`src/rtl/pingpong_pkg.sv`:
```
// Shared widths, bank-count type and occupancy constants for the ping-pong buffer.
package pingpong_pkg;
  localparam int DATA_WIDTH = 32;
  localparam int ADDR_WIDTH = 3;

  typedef logic [1:0] count_t;

  localparam count_t CNT_EMPTY = 2'd0;
  localparam count_t CNT_FULL  = 2'd2;
endpackage

```
`src/rtl/pingpong_bank.sv`:
```
// One storage bank: a single write port and two registered read ports (read-first).
module pingpong_bank
  import pingpong_pkg::*;
#(
  parameter int DW    = DATA_WIDTH,
  parameter int AW    = ADDR_WIDTH,
  parameter int DEPTH = 2 ** AW
) (
  input  logic          clk_i,
  input  logic          rst_i,
  input  logic          we_i,
  input  logic [AW-1:0] waddr_i,
  input  logic [DW-1:0] wdata_i,
  input  logic          ra_en_i,
  input  logic [AW-1:0] ra_addr_i,
  output logic [DW-1:0] ra_q_o,
  input  logic          rb_en_i,
  input  logic [AW-1:0] rb_addr_i,
  output logic [DW-1:0] rb_q_o
);

  logic [DW-1:0] mem_q [DEPTH];
  logic [DW-1:0] ra_q_q;
  logic [DW-1:0] rb_q_q;

  // Storage array: no reset so contents survive a reset.
  always_ff @(posedge clk_i) begin
    if (we_i) begin
      mem_q[waddr_i] <= wdata_i;
    end
  end

  // Read registers sample the pre-write word, giving read-first collisions.
  always_ff @(posedge clk_i or posedge rst_i) begin
    if (rst_i) begin
      ra_q_q <= {DW{1'b0}};
      rb_q_q <= {DW{1'b0}};
    end else begin
      if (ra_en_i) begin
        ra_q_q <= mem_q[ra_addr_i];
      end
      if (rb_en_i) begin
        rb_q_q <= mem_q[rb_addr_i];
      end
    end
  end

  assign ra_q_o = ra_q_q;
  assign rb_q_o = rb_q_q;

endmodule

```
`src/rtl/pingpong_buf.sv`:
```
// Two-bank ping-pong channel memory with full/empty bank-ownership handshake.
module pingpong_buf #(
  parameter int DATA_WIDTH = pingpong_pkg::DATA_WIDTH,
  parameter int ADDR_WIDTH = pingpong_pkg::ADDR_WIDTH,
  parameter int DEPTH      = 2 ** ADDR_WIDTH
) (
  input  logic                  ap_clk,
  input  logic                  ap_rst,
  input  logic [ADDR_WIDTH-1:0] i_address0,
  input  logic                  i_ce0,
  input  logic                  i_we0,
  input  logic [DATA_WIDTH-1:0] i_d0,
  output logic [DATA_WIDTH-1:0] i_q0,
  input  logic                  i_write,
  output logic                  i_full_n,
  input  logic [ADDR_WIDTH-1:0] t_address0,
  input  logic                  t_ce0,
  output logic [DATA_WIDTH-1:0] t_q0,
  input  logic                  t_read,
  output logic                  t_empty_n
);
  import pingpong_pkg::*;

  logic   iptr_q, iptr_d;
  logic   tptr_q, tptr_d;
  count_t count_q, count_d;
  logic   full_n_q, full_n_d;
  logic   empty_n_q, empty_n_d;
  logic   i_sel_q, i_sel_d;
  logic   t_sel_q, t_sel_d;
  logic   commit_s, release_s;

  logic [1:0]            wr_en_s;
  logic [1:0]            ra_en_s;
  logic [1:0]            rb_en_s;
  logic [DATA_WIDTH-1:0] ra_q_s [2];
  logic [DATA_WIDTH-1:0] rb_q_s [2];

  // Steer each port to the bank it currently owns (pre-toggle pointer).
  always_comb begin
    wr_en_s          = 2'b00;
    ra_en_s          = 2'b00;
    rb_en_s          = 2'b00;
    wr_en_s[iptr_q]  = i_ce0 & i_we0 & full_n_q;
    ra_en_s[iptr_q]  = i_ce0 & ~i_we0;
    rb_en_s[tptr_q]  = t_ce0;
  end

  for (genvar b = 0; b < 2; b++) begin : g_bank
    pingpong_bank #(
      .DW    (DATA_WIDTH),
      .AW    (ADDR_WIDTH),
      .DEPTH (DEPTH)
    ) u_bank (
      .clk_i     (ap_clk),
      .rst_i     (ap_rst),
      .we_i      (wr_en_s[b]),
      .waddr_i   (i_address0),
      .wdata_i   (i_d0),
      .ra_en_i   (ra_en_s[b]),
      .ra_addr_i (i_address0),
      .ra_q_o    (ra_q_s[b]),
      .rb_en_i   (rb_en_s[b]),
      .rb_addr_i (t_address0),
      .rb_q_o    (rb_q_s[b])
    );
  end

  // Commit/release bookkeeping and the registered flags derived from the next count.
  always_comb begin
    commit_s  = i_write & full_n_q;
    release_s = t_read & empty_n_q;
    iptr_d    = iptr_q;
    tptr_d    = tptr_q;
    count_d   = count_q;
    i_sel_d   = i_sel_q;
    t_sel_d   = t_sel_q;

    if (commit_s) begin
      iptr_d = ~iptr_q;
    end else begin
      iptr_d = iptr_q;
    end
    if (release_s) begin
      tptr_d = ~tptr_q;
    end else begin
      tptr_d = tptr_q;
    end

    case ({commit_s, release_s})
      2'b10:   count_d = count_q + 2'd1;
      2'b01:   count_d = count_q - 2'd1;
      default: count_d = count_q;
    endcase

    // Remember which bank fed each read register so q holds while ce is low.
    if (i_ce0 && !i_we0) begin
      i_sel_d = iptr_q;
    end else begin
      i_sel_d = i_sel_q;
    end
    if (t_ce0) begin
      t_sel_d = tptr_q;
    end else begin
      t_sel_d = t_sel_q;
    end

    full_n_d  = (count_d != CNT_FULL);
    empty_n_d = (count_d != CNT_EMPTY);
  end

  // Control state register.
  always_ff @(posedge ap_clk or posedge ap_rst) begin
    if (ap_rst) begin
      iptr_q    <= 1'b0;
      tptr_q    <= 1'b0;
      count_q   <= CNT_EMPTY;
      full_n_q  <= 1'b1;
      empty_n_q <= 1'b0;
      i_sel_q   <= 1'b0;
      t_sel_q   <= 1'b0;
    end else begin
      iptr_q    <= iptr_d;
      tptr_q    <= tptr_d;
      count_q   <= count_d;
      full_n_q  <= full_n_d;
      empty_n_q <= empty_n_d;
      i_sel_q   <= i_sel_d;
      t_sel_q   <= t_sel_d;
    end
  end

  assign i_q0      = ra_q_s[i_sel_q];
  assign t_q0      = rb_q_s[t_sel_q];
  assign i_full_n  = full_n_q;
  assign t_empty_n = empty_n_q;

endmodule

```
`config.mk`:
```
export PLATFORM = sky130hd
export DESIGN_NAME = pingpong_buf
export DESIGN_NICKNAME = d
export VERILOG_FILES = /design/src/rtl/pingpong_pkg.sv /design/src/rtl/pingpong_bank.sv /design/src/rtl/pingpong_buf.sv
export SDC_FILE = /design/constraint.sdc
export NUM_CORES = 1
export LEC_CHECK = 0
export ABC_AREA = 1
export ABC_CLOCK_PERIOD_IN_PS = 5060
export BUFFER_PORTS_ARGS = -buffer_cell sky130_fd_sc_hd__buf_2
export CAP_MARGIN = 0
export CORE_MARGIN = 2
export CORE_UTILIZATION = 27
export CTS_CLUSTER_DIAMETER = 50
export DETAILED_ROUTE_END_ITERATION = 10
export GPL_ROUTABILITY_DRIVEN = 0
export PLACE_DENSITY = 0.43
export SYNTH_ARGS = -nofsm -noshare
export SYNTH_HDL_FRONTEND = slang
export SYNTH_SLANG_ARGS = --single-unit
```
`constraint.sdc`:
```
create_clock -name ap_clk -period 5.06 [get_ports ap_clk]
set_input_delay 0.253 -clock ap_clk [delete_from_list [all_inputs] [get_ports ap_clk]]
set_output_delay 0.253 -clock ap_clk [all_outputs]
set_load 0.05 [all_outputs]
```
==> metrics.txt, run 1 <==
Gate Count Post-Synth approximately 4,000; clk slew on worst S/H paths roughly 60 ps; crit start category register; Starting Density 0.273; max-slew violations 0; slew at the pin closest to its max-slew limit 1130 ps; Pwr Total ~17 mW; final wirelength about 120,000 um; adder-cell area share of the yosys netlist 0.000387; max_cap viols 0; later-pin clock latency in the skew report 650 ps; max frequency about 0.30 GHz; I/O pin count roughly 110; H-tree depth 3; Post-Synth Simple-Gate Area 0.347; peak supply drop about 0.00021 V; Mapped Area between 30,000 and 40,000 um2; final instance area between 30,000 and 40,000 um2; antenna-violating nets left 0; post-synthesis xor/xnor area fraction 0.00108; Relative slew margins 0.242; TritonCTS clock tree built; vias in the first global route around 26,000; setup ws final between 1500 and 2000 ps; setup_tns 0 ps; r2r endpoint g_bank[0].u_bank.mem_q[0][8]$_DFFE_PP_; RSZ-0062 raised after global routing no; clk sink count between 600 and 700; Worst Path Arrival between 3000 and 4000 ps; GRT overflow 0; Worst R2R Path Depth 4; Synth Area in Compound Gates 0.0117; total CTS buffers 90; final hold violation count 0; number of vias per cell 4.59; Setup crit end kind register; synthesized flop and latch total 648; Synth area leaders edfxtp_1, nand2_1, dfrtp_1, nand3_1, inv_1; GRT Total Usage 0.193; syn avg cell area approximately 8 um2; reg-to-reg slack, setup 1740 ps; final worst-path cycle share 0.656; via count approximately 26,000; pwr dens roughly 450 nW/um2; final setup fails 0; status completed; core area about 120,000 um2; sequential area share after synthesis 0.581; Crit Path Max Fanout 22; share of cells above drive strength 1 0.0841; largest family of logic cells by synthesized area simple AND/OR/NAND/NOR gates; dpl ws roughly 1600 ps; die span in y roughly 350 um; worst r2r src iptr_q$_DFFE_PP0N_; clock skew approximately 22 ps; Netlist cell types 25; Fillers roughly 13,000; Synthesized Nets a little over 4,000; WS Path Type register to register; Root Buffer Master clkbuf_16; Layout area overhead 15.3%; Nets 4,096; worst path required time 5330 ps; CTS Buffer Depth 3; crit path to g_bank[0].u_bank.mem_q[0][8]$_DFFE_PP_; DR WL/cell roughly 21 um; initial drt markers between 2,000 and 2,500; Final min period around 3300 ps; share of the synthesized area in the top cell type 0.476; total of warnings raised by yosys 0; Pleak 17.3 nW; largest area contributor in the netlist edfxtp_1; 1st-pass router iterations 5; die area between 100,000 and 150,000 um2; CP Launch Point iptr_q$_DFFE_PP0N_; path category of the worst min-delay check input port to register; drc violations 0; multiplexer share of the synthesized area 0; largest net degree at the start of global routing 160; first-pass GRT wire length ~170,000 um; IO Port Bufs 110; initial antenna violation count 5; Placed Area 34,200 um2; Die Width around 350 um; Row Count between 100 and 150; Final HPWL DP around 69,000 um
sequential cells by signal, indices dropped and copies added, names as in the netlist:
name and count:
i_full_n 1, t_empty_n 1, g_bank.u_bank.ra_q_o 64, g_bank.u_bank.rb_q_o 64, tptr_q 1, i_sel_q 1, g_bank.u_bank.mem_q 512, iptr_q 1
count_q 2, t_sel_q 1
area by class of cell:
type / instances / area [um2] / area share
flip-flops and latches: 648 / 18800 / 0.504
multi-input cells: 2972 / 11800 / 0.316
clock buffers: 114 / 2490 / 0.0667
well taps: 1600 / 2000 / 0.0537
repair buffers: 173 / 1130 / 0.0302
inverters: 165 / 649 / 0.0174
clock inverters: 52 / 430 / 0.0115
diodes: 2 / 5.00 / 0.000134
cells in the final DEF (no fill, tap or decap):
master	n
a21oi_1	2
buf_12	4
buf_2	104
buf_4	53
buf_8	1
bufinv_16	3
clkbuf_1	13
clkbuf_16	93
clkbuf_8	9
clkinv_1	6
clkinv_2	15
clkinv_4	8
clkinvlp_4	8
dfrtp_1	133
dfrtp_2	2
dfstp_2	1
diode_2	2
dlygate4sd3_1	10
edfxtp_1	512
ha_1	1
inv_1	152
inv_2	6
inv_4	2
inv_6	14
inv_8	3
nand2_1	2519
nand2_2	2
nand3_1	264
nand4_1	2
nor2_1	94
nor2_4	18
o211ai_1	17
o21ai_0	26
o21ai_1	22
or2_2	1
xnor2_1	1
xor2_1	3
cell families (layout without fill, tap and decap cells):
logic type,after synthesis,in the layout
XOR/XNOR,4,4
adder cells (fa/ha/maj),1,1
AND/OR/NAND/NOR,2900,2900
other,0,2
flip-flops,648,648
AO/OA/AOI/OAI,67,67
buffers and inverters,401,504
where the power goes:
part	total [mW]	internal [mW]	switching [mW]
Combinational	3.96	0.858	3.10
Clock	6.21	3.66	2.54
Sequential	6.70	6.34	0.352
Total	16.9	10.9	6.00
synthesized netlist by cell type:
library cell and number:
a21oi_1 2, buf_2 116, dfstp_2 1, inv_6 1, ha_1 1, buf_1 26
o21ai_1 22, edfxtp_1 512, o211ai_1 17, xnor2_1 1, inv_1 159, clkbuf_1 58
nor2_1 110, nand4_1 2, inv_2 5, buf_4 11, nand3_1 264, dfrtp_1 135
o21ai_0 26, buf_8 1, or2_2 1, nor2_2 2, nand2_1 2521, buf_6 24
xor2_1 3
layer usage:
layer	track usage	up-vias	share of wire
met5	0	-	0
met4	0.0544	0	0.023
met3	0.0226	139	0.053
met2	0.307	765	0.45
met1	0.277	12670	0.47
li1	-	12726	-
worst max-delay path: stages (launching register included):
cell	delay, ps
dfrtp_1	420
inv_1	160
nand4_1	880
nor2_4	870
buf_4	590
worst min-delay path by stage:
stage	startpoint	to	slack, ps	depth (start not counted)
detailed placement	ap_rst	g_bank[1].u_bank.rb_q_o[28]$_DFFE_PP0P_	390	2
finish	i_d0[5]	g_bank[0].u_bank.mem_q[1][5]$_DFFE_PP_	40	1
CTS	i_d0[25]	g_bank[1].u_bank.mem_q[5][25]$_DFFE_PP_	4	1
global placement	ap_rst	g_bank[1].u_bank.rb_q_o[28]$_DFFE_PP0P_	390	2
floorplan	i_d0[0]	g_bank[0].u_bank.mem_q[0][0]$_DFFE_PP_	350	0
global route	i_d0[25]	g_bank[1].u_bank.mem_q[5][25]$_DFFE_PP_	30	1
through the flow:
stage / instances / hold WS (ps) / util
floorplan: 4021 / 352 / -
global placement: 5548 / 386 / 0.289
detailed placement: 5548 / 387 / 0.289
CTS: 5724 / 3.66 / 0.315
global route: 5724 / 26.0 / 0.315
finish: 5726 / 41.3 / 0.315
timing repair:
action                                 4_1_cts  5_1_grt
buffers inserted                             0        0
hold buffers                                10        0
resized for setup                            0        0
endpoints found under the hold margin      125        0
No activity file was read; power rests on OpenSTA's default activity.
==> run 2: changes to the inputs <==
ABC_CLOCK_PERIOD_IN_PS = 2900   (was 5060)
PLACE_DENSITY = 0.45   (was 0.43)
clock period = 2.9 ns   (was 5.06 ns; I/O delays follow)
==> metrics.txt, run 2 (synthesized netlist as in run 1, its figures left out) <==
register area 18,800 um2 (unchanged); met1 Track Usage GR 0.273 (was 0.277); max-slew violations 0 (unchanged); IO Port Bufs 110 (unchanged); clk sink count 648 (unchanged); die area 122,000 um2 (unchanged); final worst-path cycle share 0.867; GR Util met3 0.0232 (was 0.0226); CTS resizes 0 (unchanged); worst path required time 2760 ps (was 5330 ps); I/O pin count 111 (unchanged); grt met2 use 0.326 (was 0.307); CTS Buffer Depth 3 (unchanged); setup_tns 0 ps (unchanged); Crit path max-delay family buffers and inverters (was simple AND/OR/NAND/NOR gates); Multi-input gate area 11,800 um2 (unchanged); Layout area overhead 18.4% (was 15.3%); GRT overflow 0 (unchanged); Row Count 126 (unchanged); dpl ws 712 ps (was 1630 ps); clock skew 33.9 ps (was 21.7 ps); drc violations 0 (unchanged); DR WL/cell 20.8 um (about the same); max frequency 0.398 GHz; initial drt markers 1,945 (was 2,214); most frequent cells in the layout nand2_1, edfxtp_1, nand3_1 (unchanged); final wirelength 121,000 um (was 119,000 um); Worst Path Buf+Inv 2 (unchanged); setup ws final 385 ps (was 1740 ps); Die Width 350 um (unchanged); Post-CTS Setup Inserts 0 (unchanged); Worst Path Arrival 2370 ps (was 3590 ps); TritonCTS clock tree built (unchanged); status completed (unchanged); Largest stage delay, worst path 590 ps (was 880 ps); Nets 4,160 (was 4,096); via count 26,508 (was 26,300); Final min period approximately 2500 ps; path category of the worst min-delay check input port to register (unchanged); final setup fails 0 (unchanged); vias in the first global route 25,977 (was 25,629); GRT Total Usage 0.197 (was 0.193); Pleak 17.8 nW (was 17.3 nW); slew at the pin closest to its max-slew limit 1120 ps (was 1130 ps); Crit Path Max Fanout 32 (was 22); core area 118,000 um2 (unchanged); commonest non-fill, non-tap cell in the layout nand2_1 (unchanged); max FFs per register 512 (unchanged); share of cells above drive strength 1 0.0916 (was 0.0841); placed cell count 5,584 (was 5,548); Relative slew margins 0.252 (was 0.242); die span in y 350 um (unchanged); Pwr Total 30.3 mW (was 16.9 mW); peak supply drop 0.000461 V (was 0.000214 V); clk slew on worst S/H paths 60 ps (about the same); Most Frequent Cell on Critical Path nand2_1; slowest library cell on the worst path buf_4 (was nand4_1); crit start category register (unchanged); final hold violation count 0 (unchanged); worst r2r src iptr_q$_DFFE_PP0N_ (unchanged); RSZ-0062 raised after global routing no (unchanged); most flop-heavy register g_bank.u_bank.mem_q (unchanged); 1st-pass router iterations 5 (unchanged); Setup crit end kind output port (was register); total CTS buffers 90 (unchanged); number of vias per cell 4.58 (was 4.59); critical-path cell list buf_4, nand2_1, nand2_1, buf_2 (was inv_1, nand4_1, nor2_4, buf_4); max_cap viols 0 (unchanged); Most Crowded Layer GR met2 (unchanged); Non-Filler Instances 5,792 (was 5,726); pwr dens 793 nW/um2 (was 452 nW/um2); Final HPWL DP 67,000 um (was 68,900 um); first-pass GRT wire length 178,000 um (was 174,000 um); H-tree depth 3 (unchanged); CP Launch Point t_sel_q$_DFFE_PP0P_ (was iptr_q$_DFFE_PP0N_); Root Buffer Master clkbuf_16 (unchanged); initial antenna violation count 3 (was 5); Starting Density 0.273 (unchanged); WS Path Type register to output port (was register to register); Fillers 12,375 (was 12,517); Min-Delay Startpoint t_address0[0] (was i_d0[5]); largest net degree at the start of global routing 102 (was 160); antenna-violating nets left 0 (unchanged); later-pin clock latency in the skew report 650 ps (about the same)
[run 2: cell count changes in the layout (fill, tap and decap cells not counted), sizes merged, moves of 4 or more]
cell,previous run,this run
clkinvlp,8,13
clkbuf,115,119
dlygate4sd3,10,38
bufinv,3,10
inv,177,167
buf,162,198
[run 2: per-stage QoR]
step                      cell area, um2  hold WS (ps)  utilization
after detailed placement           34800           342        0.294
after global routing               38300           117        0.323
after global placement             34800           339        0.294
final                              38300          85.7        0.323
after CTS                          38300          50.9        0.323
after floorplan                    32300           244            -
[run 2: final cells by class]
type	count	area share
Antenna cell	1	0.0000654
Clock buffer	118	0.0645
Clock inverter	51	0.0163
Inverter	165	0.0169
Multi-Input combinational cell	2972	0.308
Sequential cell	648	0.491
Tap cell	1600	0.0523
Timing Repair Buffer	237	0.0513
[run 2: path summary, 6_finish.rpt]
path,to,slack [ps],cells past startpoint
max in group asynchronous,g_bank[1].u_bank.rb_q_o[6]$_DFFE_PP0P_,1920,4
min,g_bank[1].u_bank.rb_q_o[16]$_DFFE_PP0P_,90,6
max,t_q0[19],390,4
min reg2reg,g_bank[0].u_bank.rb_q_o[10]$_DFFE_PP0P_,470,2
max reg2reg,g_bank[0].u_bank.mem_q[0][23]$_DFFE_PP_,950,5
min in group asynchronous,g_bank[0].u_bank.ra_q_o[31]$_DFFE_PP0P_,190,3
[run 2: worst min-delay path, stage by stage]
cell,delay (ps)
buf_8,140
nand2_1,80
nand3_1,70
nand3_1,90
nand3_1,100
nand2_1,70
[run 2: report_power, final]
group          internal, mW  switching (mW)  leakage (nW)  total [mW]
sequential             11.1           0.528          6.31        11.6
clock                  6.95            4.43          1.48        11.4
combinational          1.66            5.71          10.0        7.37
total                  19.7            10.7          17.8        30.3
[run 2: per-layer routing]
layer | share of wire | wire length [um]
met3 | 0.051 | 6110
met4 | 0.021 | 2510
met1 | 0.47 | 56200
met2 | 0.46 | 55900
met5 | 0 | 0
[run 2: repair_timing]
| item | CTS | global route |
|---|---|---|
| endpoints found under the setup margin | 0 | 0 |
| endpoints found under the hold margin | 534 | 0 |
| hold buffers | 38 | 0 |
